`src/rtl/uart_pkg.sv`:
```
// Shared types and width helpers for the UART loopback byte buffer.
package uart_pkg;

  localparam int UART_DATA_W = 8;

  typedef enum logic [1:0] {
    IDLE      = 2'd0,
    STROBE    = 2'd1,
    WAIT_BUSY = 2'd2,
    WAIT_DONE = 2'd3
  } loop_state_e;

  // Address width for a power-of-two depth; never narrower than one bit.
  function automatic int clog2_w(input int unsigned n);
    int w;
    w = 1;
    while ((32'd1 << w) < n) w++;
    return w;
  endfunction

endpackage

```
`src/rtl/sync_fifo.sv`:
```
// Single-clock FIFO with combinational head read; a push into a full FIFO is
// only accepted when a pop frees the slot in the same cycle, otherwise drop fires.
module sync_fifo
  import uart_pkg::*;
#(
  parameter int unsigned DEPTH = 16,
  parameter int unsigned WIDTH = UART_DATA_W
) (
  input  logic                    clk,
  input  logic                    rst,
  input  logic                    push,
  input  logic                    pop,
  input  logic [WIDTH-1:0]        wdata,
  output logic [WIDTH-1:0]        rdata,
  output logic [clog2_w(DEPTH):0] level,
  output logic                    full,
  output logic                    empty,
  output logic                    drop
);

  localparam int AW = clog2_w(DEPTH);
  localparam logic [AW:0]   LVL_FULL = (AW + 1)'(DEPTH);
  localparam logic [AW:0]   LVL_ONE  = (AW + 1)'(1);
  localparam logic [AW-1:0] PTR_ONE  = AW'(1);

  logic [WIDTH-1:0] mem [DEPTH];
  logic [AW-1:0]    wr_ptr;
  logic [AW-1:0]    rd_ptr;
  logic             do_push;
  logic             do_pop;

  assign full    = (level == LVL_FULL);
  assign empty   = (level == '0);
  assign do_pop  = pop & ~empty;
  assign do_push = push & (~full | do_pop);
  assign drop    = push & full & ~do_pop;
  assign rdata   = mem[rd_ptr];

  // Storage carries data only, so it has no reset.
  always_ff @(posedge clk) begin
    if (do_push) begin
      mem[wr_ptr] <= wdata;
    end
  end

  always_ff @(posedge clk or posedge rst) begin
    if (rst) begin
      wr_ptr <= '0;
      rd_ptr <= '0;
      level  <= '0;
    end else begin
      if (do_push) begin
        wr_ptr <= wr_ptr + PTR_ONE;
      end
      if (do_pop) begin
        rd_ptr <= rd_ptr + PTR_ONE;
      end
      case ({do_push, do_pop})
        2'b10:   level <= level + LVL_ONE;
        2'b01:   level <= level - LVL_ONE;
        default: level <= level;
      endcase
    end
  end

endmodule

```
`src/rtl/uart_loop_fifo.sv`:
```
// Elastic byte buffer between UART receive and transmit engines in loopback.
// Optional byte statistics ports are enabled with UART_LOOP_FIFO_STATS_EN.
module uart_loop_fifo
  import uart_pkg::*;
#(
  parameter int unsigned DEPTH        = 16,
  parameter int unsigned PULSE_LEN    = 4,
  parameter int unsigned BUSY_TIMEOUT = 1024
) (
  input  logic                    clk,
  input  logic                    rst,
  input  logic [UART_DATA_W-1:0]  rx_data,
  input  logic                    rx_int,
  input  logic                    tx_busy,
  output logic [UART_DATA_W-1:0]  tx_data,
  output logic                    tx_int,
  output logic [clog2_w(DEPTH):0] level,
  output logic                    full,
  output logic                    empty,
  output logic                    overflow,
  output logic                    timeout
`ifdef UART_LOOP_FIFO_STATS_EN
  ,
  output logic [15:0]             rx_cnt,
  output logic [15:0]             drop_cnt,
  output logic [15:0]             tx_cnt
`endif
);

  localparam int CNT_W = 16;
  localparam logic [CNT_W-1:0] PULSE_LAST = CNT_W'(PULSE_LEN - 1);
  localparam logic [CNT_W-1:0] WAIT_LAST  = CNT_W'(BUSY_TIMEOUT - 1);
  localparam logic [CNT_W-1:0] CNT_ONE    = CNT_W'(1);

  logic                   rx_int_d;
  logic                   push;
  logic                   pop;
  logic                   drop;
  logic [UART_DATA_W-1:0] head;

  loop_state_e            state;
  loop_state_e            state_nxt;
  logic [CNT_W-1:0]       cnt;
  logic [CNT_W-1:0]       cnt_nxt;
  logic [UART_DATA_W-1:0] tx_data_nxt;
  logic                   tx_int_nxt;
  logic                   timeout_nxt;

  // A completed byte is the falling edge of the receiver's busy flag.
  always_ff @(posedge clk or posedge rst) begin
    if (rst) begin
      rx_int_d <= 1'b0;
    end else begin
      rx_int_d <= rx_int;
    end
  end

  assign push = rx_int_d & ~rx_int;

  sync_fifo #(
    .DEPTH (DEPTH),
    .WIDTH (UART_DATA_W)
  ) u_fifo (
    .clk   (clk),
    .rst   (rst),
    .push  (push),
    .pop   (pop),
    .wdata (rx_data),
    .rdata (head),
    .level (level),
    .full  (full),
    .empty (empty),
    .drop  (drop)
  );

  always_ff @(posedge clk or posedge rst) begin
    if (rst) begin
      overflow <= 1'b0;
    end else if (drop) begin
      overflow <= 1'b1;
    end
  end

  always_ff @(posedge clk or posedge rst) begin
    if (rst) begin
      state   <= IDLE;
      cnt     <= '0;
      tx_data <= '0;
      tx_int  <= 1'b0;
      timeout <= 1'b0;
    end else begin
      state   <= state_nxt;
      cnt     <= cnt_nxt;
      tx_data <= tx_data_nxt;
      tx_int  <= tx_int_nxt;
      timeout <= timeout_nxt;
    end
  end

  // One counter serves both the strobe width and the busy-rise wait.
  always_comb begin
    state_nxt   = state;
    cnt_nxt     = cnt;
    tx_data_nxt = tx_data;
    tx_int_nxt  = tx_int;
    timeout_nxt = 1'b0;
    pop         = 1'b0;
    case (state)
      IDLE: begin
        if (!empty) begin
          pop         = 1'b1;
          tx_data_nxt = head;
          tx_int_nxt  = 1'b1;
          cnt_nxt     = '0;
          state_nxt   = STROBE;
        end
      end
      STROBE: begin
        if (cnt == PULSE_LAST) begin
          tx_int_nxt = 1'b0;
          cnt_nxt    = '0;
          state_nxt  = WAIT_BUSY;
        end else begin
          cnt_nxt = cnt + CNT_ONE;
        end
      end
      WAIT_BUSY: begin
        if (tx_busy) begin
          state_nxt = WAIT_DONE;
        end else if (cnt == WAIT_LAST) begin
          timeout_nxt = 1'b1;
          state_nxt   = IDLE;
        end else begin
          cnt_nxt = cnt + CNT_ONE;
        end
      end
      WAIT_DONE: begin
        if (!tx_busy) begin
          state_nxt = IDLE;
        end
      end
      default: state_nxt = IDLE;
    endcase
  end

`ifdef UART_LOOP_FIFO_STATS_EN
  function automatic logic [15:0] sat_inc(input logic [15:0] v);
    return (v == 16'hFFFF) ? v : v + 16'd1;
  endfunction

  logic reach_done;
  assign reach_done = (state == WAIT_BUSY) & tx_busy;

  always_ff @(posedge clk or posedge rst) begin
    if (rst) begin
      rx_cnt   <= '0;
      drop_cnt <= '0;
      tx_cnt   <= '0;
    end else begin
      if (push && !drop) begin
        rx_cnt <= sat_inc(rx_cnt);
      end
      if (drop) begin
        drop_cnt <= sat_inc(drop_cnt);
      end
      if (reach_done) begin
        tx_cnt <= sat_inc(tx_cnt);
      end
    end
  end
`endif

endmodule

```
`config.mk`:
```
export PLATFORM = sky130hd
export DESIGN_NAME = uart_loop_fifo
export DESIGN_NICKNAME = d
export VERILOG_FILES = /design/src/rtl/uart_pkg.sv /design/src/rtl/sync_fifo.sv /design/src/rtl/uart_loop_fifo.sv
export SDC_FILE = /design/constraint.sdc
export NUM_CORES = 1
export LEC_CHECK = 0
export ABC_AREA = 0
export CAP_MARGIN = 0
export CORE_AREA = 2 2 141 143
export DETAILED_ROUTE_END_ITERATION = 16
export DIE_AREA = 0 0 143 145
export GPL_ROUTABILITY_DRIVEN = 0
export PLACE_DENSITY = 0.53
export SLEW_MARGIN = 0
export SYNTH_ARGS = -nofsm -noshare
export SYNTH_HDL_FRONTEND = slang
export SYNTH_HIERARCHICAL = 1
export SYNTH_SLANG_ARGS = --single-unit
export TNS_END_PERCENT = 50
```
`constraint.sdc`:
```
create_clock -name clk -period 4.2 [get_ports clk]
set_clock_uncertainty 0.05 [all_clocks]
set_input_delay 1.05 -clock clk [delete_from_list [all_inputs] [get_ports clk]]
set_output_delay 1.05 -clock clk [all_outputs]
set_load 0.02 [all_outputs]
```
==> run summary, run 1 <==
FF-to-FF End = u_fifo/mem[8][4]
Die X-Extent = 143 um
Clock root cell = clkbuf_16
Switching pwr = 2.026 mW
Area of the multi-input gates = 2431 um2
Largest net degree at the start of global routing = 31
Crit-path leading delay family = simple AND/OR/NAND/NOR gates
Final net count = 528
I/O pin cnt = 30
Std cell rows = 51
Post-CTS sizing = 0
Post-Syn Instances = 467
Core area = 19210 um2
Met1 Use GR = 23.57%
Syn_nets = 493
CTS tree = done
Post-synth top cells = edfxtp_1 (128), dfrtp_1 (43), mux4_2 (32)
Avg Inst Size Synth = 16.12 um2
Worst Hold Class = flop to flop
Max Slew Vio Count = 0
Hold buffer count at cts = 0
Setup crit end kind = output pin
Clock Latency Late Sink = 0.43 ns
Post-Syn Area = 7528 um2
Crit path cell chain = or4_1, nor2_4, clkdlybuf4s50_1
Critical R2R Launch = u_fifo/level[2]
Synth Flop Type = edfxtp_1
Slowest cell delay on critical path = 0.74 ns
H-tree level count = 4
Synth warnings = 6
Vias per std cell = 5.397
RSZ-0062 raised after global routing = false
Worst setup path endpoint = empty
CP bufs+invs = 1
Cts bufs inserted = 17
DRC Markers = 0
Layout cells sized above 1 = 20.58%
Combinational power share = 34.5%
Critical path depth = 3
Fill count = 1683
Number of detailed-route iterations in the first pass = 4
DR vias = 4210
Final setup margin = 0.5760 ns
Status = finished, final reports clean
1st-iter DRT viols = 289
Switching portion of total power = 35.20%
Crit. Startpoint = u_fifo/level[1]
Critical Path Source Type = flop
Number of antenna violations at the first check in global routing = 0
Area growth syn-to-layout = 14.97%
Kind of critical path = flop to output pin
Total Routing Usage GR = 16.29%
Fmax achieved = 275.9 MHz
#FFs+latches synth = 171
Final setup TNS = 0 ns
DRT antenna net count = 0
CP arrival = 2.52 ns
Internal power = 3.729 mW
Met2 Use GR = 24.55%
Hold Path Depth = 1
Slew @ Worst Pin = 1.131 ns
Async set-reset flop share out of synthesis = 25.15%
First-pass GRT wire length = 24.93 mm
Post-CTS Setup Inserts = 0
WL/cell = 20.22 um
Sequential share of the synthesized area = 65.35%
CTS sink cnt = 171
Met3 Usage GRT = 3.498%
Global route overflow = 0
Peak supply drop = 315.5 uV
Sequential power share = 39.7%
Post-synth EDFFs = 128
Reg area = 4921 um2
Hpwl dp = 10.13 mm
Worst R2R Path Depth = 8
Total Die Area = 20740 um2
Final period util = 86.29%
Final min period = 3.624 ns
I/O Buffers = 29
CTS Buffer Depth = 2
Clock power frac = 25.8%
Post-synth top area cell = edfxtp_1
Internal reg-to-reg setup slack = 0.92 ns
Pre-CTS setup slack = 0.6199 ns
Number of global-route vias before repair = 4246
Diode count = 0
Share of the synthesized area in the top cell type = 51.06%
Clock slew at reported path FFs = 0.07 ns
PwrDens = 664.8 nW/um2
Top Usage Layer GRT = met2
Initial core utilization = 39.20%
Unique cell type count in the Yosys netlist = 67
LEAKAGE = 3.009 nW
WP data required = 3.10 ns
Total Wirelength = 15.77 mm
Die Height = 145 um
Worst path slowest cell = or4_1
Endpoints failing setup = 0
Relative slew margins = 24.63%
Max-Cap Viols = 0
CP Max Fanout = 7
Ranking of synthesized cells by area = edfxtp_1 (51%), dfrtp_1 (14%), mux4_2 (9.6%), ha_1 (2.2%), a22oi_1 (1.9%)
Final Hold Fails = 0
Most common cell in the netlist = edfxtp_1
state kept, by name, indices dropped and copies added (netlist names):
name,flops
u_fifo/rd_ptr,4
u_fifo/mem,128
tx_data,8
u_fifo/wr_ptr,4
state,2
tx_int,1
u_fifo/level,5
overflow,1
rx_int_d,1
timeout,1
cnt,16
cell usage in the layout (no fill, tap or decap), types with 11 or more instances in the layout:
cell type        Yosys  layout
edfxtp_1           128     128
nand2_1             24      24
and2_1              14      14
clkdlybuf4s50_1      0      29
mux2_2              11      11
ha_1                13      13
nand3_1             17      17
nor2_1              17      17
inv_1               14      14
a22oi_1             19      19
dfrtp_1             43      42
mux4_2              32      32
clkbuf_16            0      17
per-stage QoR:
step                hold slack, ns  power [mW]  utilization, %  cells  instance area, um2
detailed placement          0.4160       4.321           42.14    748                8094
global placement            0.4106       4.286           42.14    748                8094
floorplan                   0.4352       3.693               -    467                7528
global route                0.4627       6.083           45.07    780                8656
finish                      0.4317       5.754           45.07    780                8656
CTS                         0.4320       5.820           45.07    780                8656
worst min path at each step:
stage	startpoint	end	slack [ns]
final	overflow	overflow	0.43
after global routing	overflow	overflow	0.46
after CTS	overflow	overflow	0.43
after detailed placement	overflow	overflow	0.42
after global placement	overflow	overflow	0.41
after floorplan	cnt[0]	cnt[0]	0.44
routing by layer:
layer	vias to the layer above	part of all wire (%)
met5	-	0
met4	0	1.6
met3	14	4.6
met2	90	48
met1	2185	46
li1	1921	-
area by class of cell:
class	count	area share (%)
clock inverters	14	1.532
multi-input cells	260	28.09
repair buffers	38	4.134
inverters	14	0.6071
well taps	265	3.831
clock buffers	18	4.958
flip-flops and latches	171	56.85
power by group through the flow:
stage	logic, mW	registers, mW	clock network, mW
after floorplan	1.44	2.25	0
after global placement	1.97	2.32	0
after detailed placement	2.00	2.32	0
after CTS	2.01	2.29	1.52
after global routing	2.17	2.32	1.59
final	1.99	2.28	1.49
kinds of logic (layout without fill, tap and decap cells):
family                   Yosys count  count (layout)  synth area share [%]
AO/OA/AOI/OAI                     73              73                 8.144
adder cells (fa/ha/maj)           14              14                 2.427
XOR/XNOR                           9               9                 1.047
buffers and inverters             36              84                 2.360
multiplexers                      44              44                 11.35
AND/OR/NAND/NOR                  120             120                 9.323
flip-flops                       171             171                 65.35
(Power assumes the default switching activity.)
==> run 2, diff against run 1 <==
--- a/config.mk
+++ b/config.mk
@@ -13,2 +13,3 @@
 export GPL_ROUTABILITY_DRIVEN = 0
+export HOLD_SLACK_MARGIN = 0.12
 export PLACE_DENSITY = 0.53
--- a/constraint.sdc
+++ b/constraint.sdc
@@ -4,2 +4,2 @@
 set_output_delay 1.05 -clock clk [all_outputs]
-set_load 0.02 [all_outputs]
+set_load 0.1 [all_outputs]
==> run 2 against run 1 <==
Net effect: register-to-register slack better by 0.04 ns; non-clock buffer count down 1; die area unchanged; via count down 0.17%.
==> run summary, run 2 (synthesis gave the netlist of run 1 again) <==
Final setup margin = 0.8499 ns (+0.2740 ns)
Peak supply drop = 316.3 uV (+0.27%)
Cts bufs inserted = 17 (unchanged)
Commonest non-fill, non-tap cell in the layout = edfxtp_1
Clock slew at reported path FFs = 0.07 ns (about the same)
Hold Path Depth = 1 (unchanged)
Hold endpoint = overflow
Clock power frac = 24.9% (-0.9 points)
LEAKAGE = 3.022 nW (+0.44%)
Largest registers = u_fifo/mem: 128 flops, cnt: 16 flops, tx_data: 8 flops
Diode count = 0 (unchanged)
Switching portion of total power = 39.23% (+4.0 points)
Worst path slowest cell = clkdlybuf4s50_1
Number of antenna violations at the first check in global routing = 0 (unchanged)
Switching pwr = 2.474 mW (+22%)
Internal power = 3.832 mW (+2.8%)
Vias per std cell = 5.402 (about the same)
Worst R2R Path Depth = 8 (unchanged)
RSZ-0062 raised after global routing = false
Die X-Extent = 143 um (unchanged)
CTS Buffer Depth = 2 (unchanged)
Number of flip-flops in the largest register = 128 (unchanged)
Largest net degree at the start of global routing = 31 (unchanged)
Pre-CTS setup slack = 0.6105 ns (-0.009458 ns)
Internal reg-to-reg setup slack = 0.96 ns (+0.04 ns)
H-tree level count = 4 (unchanged)
CP arrival = 2.25 ns (-0.27 ns)
Relative slew margins = 26.53% (+1.9 points)
Worst Hold Class = flop to flop
Max-Cap Viols = 0 (unchanged)
Global route overflow = 0 (unchanged)
Final setup TNS = 0 ns (unchanged)
Final period util = 79.76% (-6.5 points)
CTS sink cnt = 171 (unchanged)
Total Die Area = 20740 um2 (unchanged)
Hpwl dp = 10.26 mm (+1.3%)
Final Hold Fails = 0 (unchanged)
DR vias = 4203 (-0.17%)
CP bufs+invs = 1 (unchanged)
Critical R2R Launch = u_fifo/level[2]
CTS tree = done
Slew @ Worst Pin = 1.102 ns (-0.02852 ns)
Clock Latency Late Sink = 0.43 ns (about the same)
Post-CTS sizing = 0 (unchanged)
Crit path cell chain = clkdlybuf4s50_1
Std cell rows = 51 (unchanged)
Hold_sp = overflow
Most frequent cells in the layout = edfxtp_1 (128), dfrtp_1 (42), mux4_2 (32)
Fmax achieved = 298.5 MHz (+8.2%)
PwrDens = 727.2 nW/um2 (+9.4%)
Number of detailed-route iterations in the first pass = 5 (+1)
Status = finished, final reports clean
CP Max Fanout = 12 (+5)
Sequential power share = 36.2% (-3.5 points)
I/O pin cnt = 30 (unchanged)
Max Slew Vio Count = 0 (unchanged)
Die Height = 145 um (unchanged)
Critical Path Source Type = flop
DRT antenna net count = 0 (unchanged)
Setup crit end kind = output pin
Area growth syn-to-layout = 15.19%
Clock root cell = clkbuf_16
DRC Markers = 0 (unchanged)
WP data required = 3.10 ns (about the same)
Final min period = 3.350 ns (-0.2740 ns)
Kind of critical path = flop to output pin
Hold buffer count at cts = 0 (unchanged)
Total Wirelength = 15.70 mm (-0.46%)
WL/cell = 20.18 um (-0.21%)
Number of global-route vias before repair = 4363 (+2.8%)
Initial core utilization = 39.20% (unchanged)
Final net count = 527 (-0.19%)
Total Routing Usage GR = 16.40% (+0.11 points)
Pwr Total = 6.306 mW (+9.6%)
Largest register by flop count = u_fifo/mem
Combinational power share = 38.9% (+4.4 points)
First-pass GRT wire length = 25.25 mm (+1.3%)
Core area = 19210 um2 (unchanged)
I/O Buffers = 29 (unchanged)
Layout cells sized above 1 = 20.66% (+0.080 points)
Post-CTS Setup Inserts = 0 (unchanged)
Crit-path leading delay family = buffers and inverters
Endpoints failing setup = 0 (unchanged)
1st-iter DRT viols = 275 (-4.8%)
FF-to-FF End = u_fifo/mem[8][5]
Slowest cell delay on critical path = 1.22 ns (+0.48 ns)
## run 2: layer usage
metal | global-route usage (%) | vias to the layer above | wire length, um
li1 | - | 1911 | -
met1 | 23.31 | 2196 | 7278
met2 | 25.17 | 81 | 7640
met3 | 3.894 | 15 | 584
met4 | 4.802 | 0 | 198
met5 | 0 | - | 0
## run 2: per-stage QoR
stage / instances / instance area (um2) / hold slack, ns / util, %
floorplan: 467 / 7528 / 0.4352 / -
global placement: 747 / 8082 / 0.4090 / 42.08
detailed placement: 747 / 8082 / 0.4149 / 42.08
CTS: 778 / 8672 / 0.4256 / 45.15
global route: 778 / 8672 / 0.4473 / 45.15
finish: 778 / 8672 / 0.4179 / 45.15
## run 2: final cells by class
cell class	count	area [um2]
Fill cell	1681	10540
Sequential cell	171	4921
Multi-Input combinational cell	260	2431
Clock buffer	17	425.4
Timing Repair Buffer	37	345.3
Tap cell	265	331.6
Clock inverter	14	165.2
Inverter	14	52.55
## run 2: power by group through the flow
stage	Sequential [mW]	Combinational, mW	Clock (mW)
6_report	2.28	2.45	1.57
2_1_floorplan	2.69	1.46	0
5_1_grt	2.32	2.64	1.68
3_3_place_gp	2.32	2.43	0
3_5_place_dp	2.32	2.46	0
4_1_cts	2.29	2.47	1.61
## run 2: worst max path at each step
stage / from / slack [ns] / cells after the start / endpoint
after floorplan: u_fifo/level[1] / 0.07 / 14 / u_fifo/level[4]
after global placement: rx_int / 0.70 / 10 / u_fifo/level[4]
after detailed placement: rx_int / 0.61 / 10 / u_fifo/level[4]
after CTS: u_fifo/level[4] / 0.83 / 1 / level[4]
after global routing: u_fifo/level[2] / 0.72 / 8 / u_fifo/mem[11][0]
final: u_fifo/level[4] / 0.85 / 1 / level[4]
